**src/rtl/spi_slave_if.sv**
```systemverilog
// spi_slave_if: SPI mode-0 slave front end with synchronised pins, byte deserialiser and MISO serialiser.
// Optional SPI_ABORT_FLAG_EN adds a sticky abort_err flag for frames that end mid-byte.
module spi_slave_if #(
   parameter int SYNC_STAGES = 2
) (
   input  logic       clk,
   input  logic       rst,
   input  logic       sclk,
   input  logic       cs_n,
   input  logic       mosi,
   output logic       miso,
   output logic       miso_oe,
   output logic       byte_sync,
   output logic [7:0] data_in,
   input  logic [7:0] data_out
`ifdef SPI_ABORT_FLAG_EN
   ,
   output logic       abort_err
`endif
);
   logic [SYNC_STAGES-1:0] sclk_q, cs_q, mosi_q, vld_q;
   logic                   sclk_d, cs_d, armed;
   logic [2:0]             bit_cnt;
   logic [6:0]             rx_shift, tx_shift;
   logic                   sclk_s, cs_s, mosi_s, sclk_rise, sclk_fall, cs_start, cs_end;

   assign sclk_s    = sclk_q[SYNC_STAGES-1];
   assign cs_s      = cs_q[SYNC_STAGES-1];
   assign mosi_s    = mosi_q[SYNC_STAGES-1];
   assign sclk_rise = sclk_s & ~sclk_d;
   assign sclk_fall = ~sclk_s & sclk_d;
   // armed blocks the reset value of the cs_n chain from faking a falling edge
   assign cs_start  = armed & cs_d & ~cs_s & ~miso_oe;
   assign cs_end    = miso_oe & cs_s;

   always_ff @(posedge clk or posedge rst) begin
      if (rst) begin
         sclk_q <= '0;
         cs_q   <= '1;
         mosi_q <= '0;
         vld_q  <= '0;
         sclk_d <= 1'b0;
         cs_d   <= 1'b1;
         armed  <= 1'b0;
      end else begin
         sclk_q <= {sclk_q[SYNC_STAGES-2:0], sclk};
         cs_q   <= {cs_q[SYNC_STAGES-2:0], cs_n};
         mosi_q <= {mosi_q[SYNC_STAGES-2:0], mosi};
         vld_q  <= {vld_q[SYNC_STAGES-2:0], 1'b1};
         sclk_d <= sclk_s;
         cs_d   <= cs_s;
         armed  <= armed | (vld_q[SYNC_STAGES-1] & cs_s);
      end
   end

   // miso_oe doubles as the frame-active flag
   always_ff @(posedge clk or posedge rst) begin
      if (rst) begin
         miso      <= 1'b0;
         miso_oe   <= 1'b0;
         byte_sync <= 1'b0;
         data_in   <= 8'h00;
         bit_cnt   <= 3'd0;
         rx_shift  <= 7'd0;
         tx_shift  <= 7'd0;
      end else begin
         byte_sync <= 1'b0;
         if (cs_start) begin
            bit_cnt  <= 3'd0;
            tx_shift <= data_out[6:0];
            miso     <= data_out[7];
            miso_oe  <= 1'b1;
         end else if (cs_end) begin
            bit_cnt <= 3'd0;
            miso_oe <= 1'b0;
         end else if (miso_oe && sclk_rise) begin
            rx_shift <= {rx_shift[5:0], mosi_s};
            bit_cnt  <= bit_cnt + 3'd1;
            if (bit_cnt == 3'd7) begin
               data_in   <= {rx_shift, mosi_s};
               byte_sync <= 1'b1;
            end
         end else if (miso_oe && sclk_fall) begin
            tx_shift <= (bit_cnt == 3'd0) ? data_out[6:0] : {tx_shift[5:0], 1'b0};
            miso     <= (bit_cnt == 3'd0) ? data_out[7] : tx_shift[6];
         end
      end
   end

`ifdef SPI_ABORT_FLAG_EN
   always_ff @(posedge clk or posedge rst) begin
      if (rst)
         abort_err <= 1'b0;
      else
         abort_err <= (cs_end && bit_cnt != 3'd0) ? 1'b1 : cs_start ? 1'b0 : abort_err;
   end
`endif
endmodule

```
**config.mk**
```make
export PLATFORM = sky130hd
export DESIGN_NAME = spi_slave_if
export DESIGN_NICKNAME = d
export VERILOG_FILES = /design/src/rtl/spi_slave_if.sv
export SDC_FILE = /design/constraint.sdc
export NUM_CORES = 1
export LEC_CHECK = 0
export CAP_MARGIN = 25
export CORE_MARGIN = 3
export CORE_UTILIZATION = 30
export DETAILED_ROUTE_END_ITERATION = 8
export MAX_ROUTING_LAYER = met4
export PLACE_DENSITY = 0.58
export SLEW_MARGIN = 20
export SYNTH_ARGS = -nofsm -noshare
export SYNTH_HDL_FRONTEND = slang
export SYNTH_SLANG_ARGS = --single-unit
```
**constraint.sdc**
```tcl
create_clock -name clk -period 4 [get_ports clk]
set_input_delay 1 -clock clk [delete_from_list [all_inputs] [get_ports clk]]
set_output_delay 1 -clock clk [all_outputs]
set_load 0.05 [all_outputs]
```
==> results of run 1 <==
==> registers in the layout (all words and copies together) (netlist names) <==
name       count
armed          1
bit_cnt        3
byte_sync      1
cs_d           1
cs_q           2
data_in        8
miso           1
miso_oe        1
mosi_q         2
rx_shift       7
sclk_d         1
sclk_q         2
tx_shift       7
vld_q          2
==> routing by layer <==
metal / up-vias / share of wire / track usage
li1: 465 / - / -
met1: 492 / 0.48 / 0.1287
met2: 22 / 0.46 / 0.1473
met3: 2 / 0.061 / 0.04756
met4: 0 / 0.0015 / 0.03147
met5: - / 0 / -
==> area by class of cell <==
type,instances,area share
Clock buffer,7,0.03951
Clock inverter,1,0.002591
Inverter,5,0.009715
Multi-Input combinational cell,67,0.2707
Sequential cell,39,0.5071
Tap cell,67,0.04339
Timing Repair Buffer,25,0.1269
==> cells by family after synthesis <==
logic type,Yosys count,synth area share
compound gates,20,0.07742
fa+ha+maj,3,0.02420
buf+inv,10,0.03145
flops,39,0.6315
mux,17,0.1226
other cells,1,0.002417
simple gates,26,0.1105
==> path summary, 6_finish.rpt <==
kind / slack (ns) / to
max: 1.45 / miso_oe
min: 0.35 / sclk_q[1]
max reg2reg: 2.34 / data_in[6]
min reg2reg: 0.35 / sclk_q[1]
max in group asynchronous: 2.35 / tx_shift[5]
min in group asynchronous: 1.09 / vld_q[0]
==> synthesized netlist by cell type (2+ instances only) <==
cell type   n  area (um2)
dfrtp_1    36       900.9
mux2_2     16       180.2
o21ai_0     8       40.04
a31oi_1     7       43.79
nand3_1     7       35.03
nor3_1      7       35.03
inv_1       5       18.77
dfstp_2     3       78.83
ha_1        3       37.54
a22o_1      2       17.52
buf_2       2       10.01
nor2b_1     2       12.51
==> power breakdown <==
part	leakage (uW)	switching [uW]	internal (uW)
Sequential	0.000483	22.4	431
Combinational	0.000323	46.6	45.9
Clock	0.0000422	120	122
Total	0.000848	189	599
==> through the flow <==
step	hold WS, ns	instance area, um2	instances	power, uW
2_1_floorplan	0.3312	1551	116	521.2
3_3_place_gp	0.3322	1851	203	551.0
3_5_place_dp	0.3347	1851	203	555.5
4_1_cts	0.3508	1932	211	806.3
5_1_grt	0.3574	1932	211	840.8
6_report	0.3487	1932	211	788.5
==> flow_summary.toml, run 1 <==
[route]
wl_mm = 2.586
via_count = 981
initialDrtViolationCount = 52
wl_per_cell_um = 12.26
drc = 0
vias_per_cell = 4.649
antenna_left = 0
drt_pre_antenna_iters = 4

[worst_setup_path]
required_ns = 3.00
crit_family = "buffers and inverters"
crit_chain = "clkdlybuf4s50_1"
crit_path_top_delay_cell = "clkdlybuf4s50_1"
worstPathArrival_ns = 1.55
path_depth = 1
startpoint = "miso_oe"
endpoint_kind = "output port"
rr_worst_depth = 3
cp_num_buf_inv = 1
cp-start-kind = "register"
critPathKind = "register to output port"
r2r_start = "cs_q[1]"
cp_slowest_stage_delay_ns = 0.84
critical_path.max_fanout = 8

[die]
initial_utilization = 0.3200
pin_count = 24
dieArea_um2 = 6071
rows = 25
die_x_um = 77.92
fp.coreArea_um2 = 4848
fp.dieH_um = 77.92

[synthesis]
synth_seq_cells = 39
ys_async_sr_fraction = 1.000
syn_avg_cell_area_um2 = 13.37
ys.flop_type = "dfrtp_1"
synth_warnings = 0
synth_nets = 132
syn_area_um2 = 1551
synth_edf_count = 0
seq_area_frac_synth = 0.6315
synthCells = 116
ys_types = 30

[clocking]
cts_tree = "yes"
insertion_delay_ns = 0.28
postCtsSetupRepairBufs = 0
clockBufferDepth = 2
cts_num_sinks = 39
ctsResizeCount = 0
cts_buffers = 5
clk_pin_slew_worst_paths_ns = 0.07
root_buffer = "clkbuf_8"
cts.htree.levels = 2
post_cts_hold_buffer_count = 0

[timing]
finalWorstSetupSlack_ns = 1.446
finalCriticalPeriod_ns = 2.554
max_freq_mhz = 391.5
maxSlewHeadroom = 0.6278
tns_ns = 0
finClkSkew_ns = 0.003166
fin_crit_sh = 0.6386
rsz0062_at_grt = "no"
drv_slew = 0
timing.final.hold_violations = 0
worstMarginPinSlew_ns = 0.5575
setup_viol = 0

[cells_and_area]
drive_above_1_share = 0.2153
fill_cells = 458
multi_input_area_um2 = 523.0
fin_util = 0.3985
layout_commonest_cell = "dfrtp_1"
regArea_um2 = 979.7
mostFrequentLayoutCells = "36 x dfrtp_1, 23 x clkdlybuf4s50_1, 16 x mux2_2, 8 x o21ai_0"
antenna_cells = 0
synthToLayoutAreaGrowth_pct = 24.52
fin_nets = 159

[grt]
grt_pass1_vias = 1029
antenna_found_initial = 0
grt_pass1_wl_mm = 4.788
grt_usage = 0.1024
grt-ovfl-total = 0
grt_max_degree = 30

[min_path]
hold_depth = 0
hp-class = "register to register"
min-delay-start = "sclk_q[0]"

[pwr]
pwr_density_cell_nw_per_um2 = 408.2
power_leakage_uw = 0.0008482
peakVddDrop_uv = 187.1

[placed_design]
post-place-ws_ns = 1.607
place.gp.congestion = 0.7931
port-buffer-count = 23
place_hpwl_mm = 1.847

[run]
max_cap_viol_count = 0

[outcome]
outcome = "finished clean"
(Power assumes the default switching activity.)
==> run 2, diff against run 1 <==
==> constraint.sdc (replaced) <==
create_clock -name clk -period 2.5 [get_ports clk]
set_input_delay 0.625 -clock clk [delete_from_list [all_inputs] [get_ports clk]]
set_output_delay 0.625 -clock clk [all_outputs]
set_load 0.05 [all_outputs]
==> run 2 against run 1 <==
  * Global-route usage grew 0.51 points
  * Sequential power grew 60%
  * Clock power rose by 130%
  * Register-to-register slack got worse by 1.5 ns
  * Hold slack improved by 0.0065 ns
  * Routed wire length rose by 2.4%
  * Sequential cell count did not move
  * Critical path type unchanged
  * Largest cell class unchanged
  * Largest power group unchanged
==> flow_summary.toml, run 2 (same netlist as run 1, synthesis figures left out) <==
[placed_design]
port-buffer-count = 23
place.gp.congestion = 0.7336
place_hpwl_mm = 1.799
dp.cells = 203

[route]
drt_pre_antenna_iters = 4
wl_mm = 2.649
via_count = 995
drc = 0
wl_per_cell_um = 12.55
antenna_left = 0
vias_per_cell = 4.716
initialDrtViolationCount = 58

[worst_setup_path]
critPathKind = "register to output port"
crit_chain = "clkdlybuf4s50_1"
crit_family = "buffers and inverters"
required_ns = 1.88
cp_slowest_stage_delay_ns = 0.84
path_depth = 1
crit_path_top_delay_cell = "clkdlybuf4s50_1"
worstPathArrival_ns = 1.56
cp_num_buf_inv = 1
rr_worst_depth = 3
critical_path.max_fanout = 8
startpoint = "miso_oe"
r2r_start = "cs_q[1]"
cp-start-kind = "register"
endpoint_kind = "output port"

[die]
pin_count = 24
fp.coreArea_um2 = 4848
die_x_um = 77.92
fp.dieH_um = 77.92
initial_utilization = 0.3200
rows = 25
dieArea_um2 = 6071

[cells_and_area]
drive_above_1_share = 0.2222
largest_register = "data_in"
layout_commonest_cell = "dfrtp_1"
mostFrequentLayoutCells = "36 x dfrtp_1, 23 x clkdlybuf4s50_1, 16 x mux2_2, 8 x o21ai_0"
final_cells = 211
largest_reg_flops = 8
fin_nets = 159
synthToLayoutAreaGrowth_pct = 27.10
reg_top3 = "data_in: 8 flops, rx_shift: 7 flops, tx_shift: 7 flops"
antenna_cells = 0

[grt]
grt_pass1_vias = 1008
grt_pass1_wl_mm = 4.926
grt_max_degree = 40
antenna_found_initial = 0
grt-ovfl-total = 0
grt_usage = 0.1075

[timing]
timing.final.hold_violations = 0
finalCriticalPeriod_ns = 2.187
maxSlewHeadroom = 0.6658
max_freq_mhz = 457.3
tns_ns = 0
worstMarginPinSlew_ns = 0.4997
fin_crit_sh = 0.8747
rsz0062_at_grt = "no"
setup_viol = 0
drv_slew = 0
holdWs_ns = 0.3552
finClkSkew_ns = 0.006793

[clocking]
ctsResizeCount = 0
cts_buffers = 5
cts.htree.levels = 2
clockBufferDepth = 2
clk_pin_slew_worst_paths_ns = 0.08
cts_tree = "yes"
root_buffer = "clkbuf_8"
insertion_delay_ns = 0.29
post_cts_hold_buffer_count = 0
cts_num_sinks = 39
postCtsSetupRepairBufs = 0

[pwr]
power_leakage_uw = 0.0008689
pwr_density_cell_nw_per_um2 = 719.9
peakVddDrop_uv = 429.0

[min_path]
hold_depth = 0
min-delay-start = "vld_q[0]"
hp-class = "register to register"

[run]
max_cap_viol_count = 0

[outcome]
outcome = "finished clean"
## run 2: changes by cell type in the layout (fill, tap and decap cells not counted)
cell / before / now
inv_2: 1 / 0
clkbuf_1: 2 / 0
clkbuf_8: 5 / 6
clkinv_2: 1 / 0
bufinv_16: 0 / 1
inv_6: 0 / 1
inv_1: 4 / 5
## run 2: power by group
| group | internal, uW | leakage, uW | switching (uW) |
|---|---|---|---|
| Clock | 328 | 0.0000618 | 219 |
| Combinational | 73.6 | 0.000324 | 74.5 |
| Sequential | 689 | 0.000483 | 35.3 |
## run 2: layout make-up
class / instances / area, um2
Tap cell: 67 / 83.83
Inverter: 5 / 18.77
Fill cell: 468 / 2877
Clock buffer: 6 / 82.58
Timing Repair Buffer: 25 / 245.2
Multi-Input combinational cell: 67 / 523.0
Clock inverter: 2 / 38.79
Sequential cell: 39 / 979.7
## run 2: worst paths after layout
| kind | to | slack [ns] |
|---|---|---|
| worst max-delay path | miso_oe | 0.31 |
| worst min-delay path | vld_q[1] | 0.36 |
| worst max register to register | data_in[7] | 0.85 |
| worst min register to register | vld_q[1] | 0.36 |
| max in group asynchronous | cs_d | 1.40 |
| min in group asynchronous | sclk_q[0] | 0.75 |
## run 2: per-layer routing
metal | GRT usage | vias up | share of wire | wire [um]
li1 | - | 465 | - | -
met5 | - | - | 0 | 0
met3 | 0.04756 | 5 | 0.068 | 179
met4 | 0.04196 | 0 | 0.017 | 46
met1 | 0.1383 | 496 | 0.46 | 1213
met2 | 0.1481 | 29 | 0.46 | 1208
## run 2: metrics by stage
stage / setup WS, ns / area [um2] / power (uW) / util
2_1_floorplan: 0.8585 / 1551 / 834.0 / -
3_3_place_gp: 0.6344 / 1851 / 880.0 / 0.3817
3_5_place_dp: 0.6030 / 1851 / 888.5 / 0.3817
4_1_cts: 0.2876 / 1972 / 1444 / 0.4067
5_1_grt: 0.2202 / 1972 / 1506 / 0.4067
6_report: 0.3132 / 1972 / 1420 / 0.4067
==> run 3, diff against run 2 <==
--- a/config.mk
+++ b/config.mk
@@ -7,10 +7,10 @@
 export LEC_CHECK = 0
 export CAP_MARGIN = 25
 export CORE_MARGIN = 3
-export CORE_UTILIZATION = 30
+export CORE_UTILIZATION = 29
 export DETAILED_ROUTE_END_ITERATION = 8
 export MAX_ROUTING_LAYER = met4
-export PLACE_DENSITY = 0.58
+export PLACE_DENSITY = 0.56
 export SLEW_MARGIN = 20
 export SYNTH_ARGS = -nofsm -noshare
 export SYNTH_HDL_FRONTEND = slang
==> run 3 against run 2 <==
  * Sequential share of layout area is 0.57 points higher
  * Critical path depth stayed put
  * Cell count unchanged
  * Hold slack lost 0.0037 ns
  * Worst setup slack got worse by 0.0019 ns
  * Sequential cell count stayed put
  * Routed wire length is 5.3% lower
  * Count of clock-buffer cells in the layout unchanged
  * Via count decreased by 1.7%
  * Non-clock buffer count unchanged
  * Clock power decreased by 19%
  * Critical path type unchanged
==> flow_summary.toml, run 3 (same netlist as run 1, synthesis figures left out) <==
[cells_and_area]
final_cells = 211
layout_commonest_cell = "dfrtp_1"
drive_above_1_share = 0.2222
mostFrequentLayoutCells = "36 x dfrtp_1, 23 x clkdlybuf4s50_1, 16 x mux2_2, 8 x o21ai_0"
reg_top3 = "data_in: 8 flops, rx_shift: 7 flops, tx_shift: 7 flops"
fill_cells = 496
fin_nets = 159
largest_register = "data_in"
antenna_cells = 0
synthToLayoutAreaGrowth_pct = 25.65
largest_reg_flops = 8

[placed_design]
dp.cells = 203
place_hpwl_mm = 1.714
place.gp.congestion = 0.7953
port-buffer-count = 23

[route]
drt_pre_antenna_iters = 4
drc = 0
antenna_left = 0
wl_mm = 2.508
vias_per_cell = 4.635
initialDrtViolationCount = 41
via_count = 978
wl_per_cell_um = 11.89

[grt]
grt_use_met3 = 0.05102
top_usage_layer = "met2"
grt_pass1_wl_mm = 4.629
grt_max_degree = 40
grt_usage = 0.09772
grt_pass1_vias = 1004
grt-ovfl-total = 0
antenna_found_initial = 0
grt_use_met1 = 0.1225
gr-usage-met2 = 0.1389

[timing]
max_freq_mhz = 456.9
setup_viol = 0
fin_crit_sh = 0.8755
maxSlewHeadroom = 0.6610
drv_slew = 0
finalCriticalPeriod_ns = 2.189
rsz0062_at_grt = "no"
holdWs_ns = 0.3515
finClkSkew_ns = 0.006979
timing.final.hold_violations = 0
tns_ns = 0
worstMarginPinSlew_ns = 0.5069

[worst_setup_path]
critPathKind = "register to output port"
crit_path_top_delay_cell = "clkdlybuf4s50_1"
rr_worst_depth = 3
required_ns = 1.88
cp_num_buf_inv = 1
r2r_start = "cs_q[1]"
endpoint_kind = "output port"
critical_path.max_fanout = 8
cp_slowest_stage_delay_ns = 0.84
worstPathArrival_ns = 1.56
cp-start-kind = "register"
r2r_end = "data_in[7]"
crit_chain = "clkdlybuf4s50_1"
ff2ff_setup_slack_ns = 0.84
crit_family = "buffers and inverters"

[clocking]
ctsResizeCount = 0
clk_pin_slew_worst_paths_ns = 0.08
postCtsSetupRepairBufs = 0
clockBufferDepth = 2
insertion_delay_ns = 0.29
cts_buffers = 5
root_buffer = "clkbuf_8"
cts_num_sinks = 39
post_cts_hold_buffer_count = 0
cts.htree.levels = 2
cts_tree = "yes"

[min_path]
hp-class = "register to register"
min_to = "sclk_q[1]"
min-delay-start = "sclk_q[0]"
hold_depth = 0

[outcome]
outcome = "finished clean"

[pwr]
peakVddDrop_uv = 392.8
pwr_density_cell_nw_per_um2 = 674.2
p_total_uw = 1314
power_leakage_uw = 0.0008545

[die]
die_x_um = 79.15
pin_count = 24
fp.dieH_um = 79.15
fp.coreArea_um2 = 4942
rows = 25
initial_utilization = 0.3139
dieArea_um2 = 6264

[run]
max_cap_viol_count = 0
==> run 3: per-layer routing <==
metal | vias up | share of wire
li1 | 469 | -
met1 | 476 | 0.49
met2 | 33 | 0.44
met3 | 0 | 0.075
met4 | 0 | 0
met5 | - | 0
==> run 3: report_power, final <==
part	internal, uW	switching, uW	total (uW)
clock	225	218	443
combinational	73.4	73.4	147
sequential	689	35.0	724
==> run 3: how the worst max path moves through the flow <==
stage | slack (ns) | end | from | depth (start not counted)
floorplan | 0.86 | rx_shift[0] | miso_oe | 3
global placement | 0.64 | miso_oe | miso_oe | 1
detailed placement | 0.62 | miso_oe | miso_oe | 1
CTS | 0.30 | miso_oe | miso_oe | 1
global route | 0.22 | miso_oe | miso_oe | 1
finish | 0.31 | miso_oe | miso_oe | 1
==> run 3: final cells by class <==
class | count | area [um2] | share of cell area
clock inverters | 2 | 16.27 | 0.008344
well taps | 67 | 83.83 | 0.04300
inverters | 5 | 18.77 | 0.009628
clock buffers | 6 | 82.58 | 0.04236
repair buffers | 25 | 245.2 | 0.1258
multi-input cells | 67 | 523.0 | 0.2683
flip-flops and latches | 39 | 979.7 | 0.5026
==> run 3: stage by stage <==
stage                       util  setup WS, ns  cell area [um2]
final                     0.3944        0.3113             1949
after global routing      0.3944        0.2217             1949
after CTS                 0.3944        0.2956             1949
after detailed placement  0.3744        0.6172             1851
after global placement    0.3744        0.6406             1851
after floorplan                -        0.8585             1551
==> run 3: worst reg2reg max path: stages, from the launching register on <==
cell and delay [ns]:
dfstp_2 0.61, and4bb_2 0.35, nand2_2 0.23, mux2_2 0.36
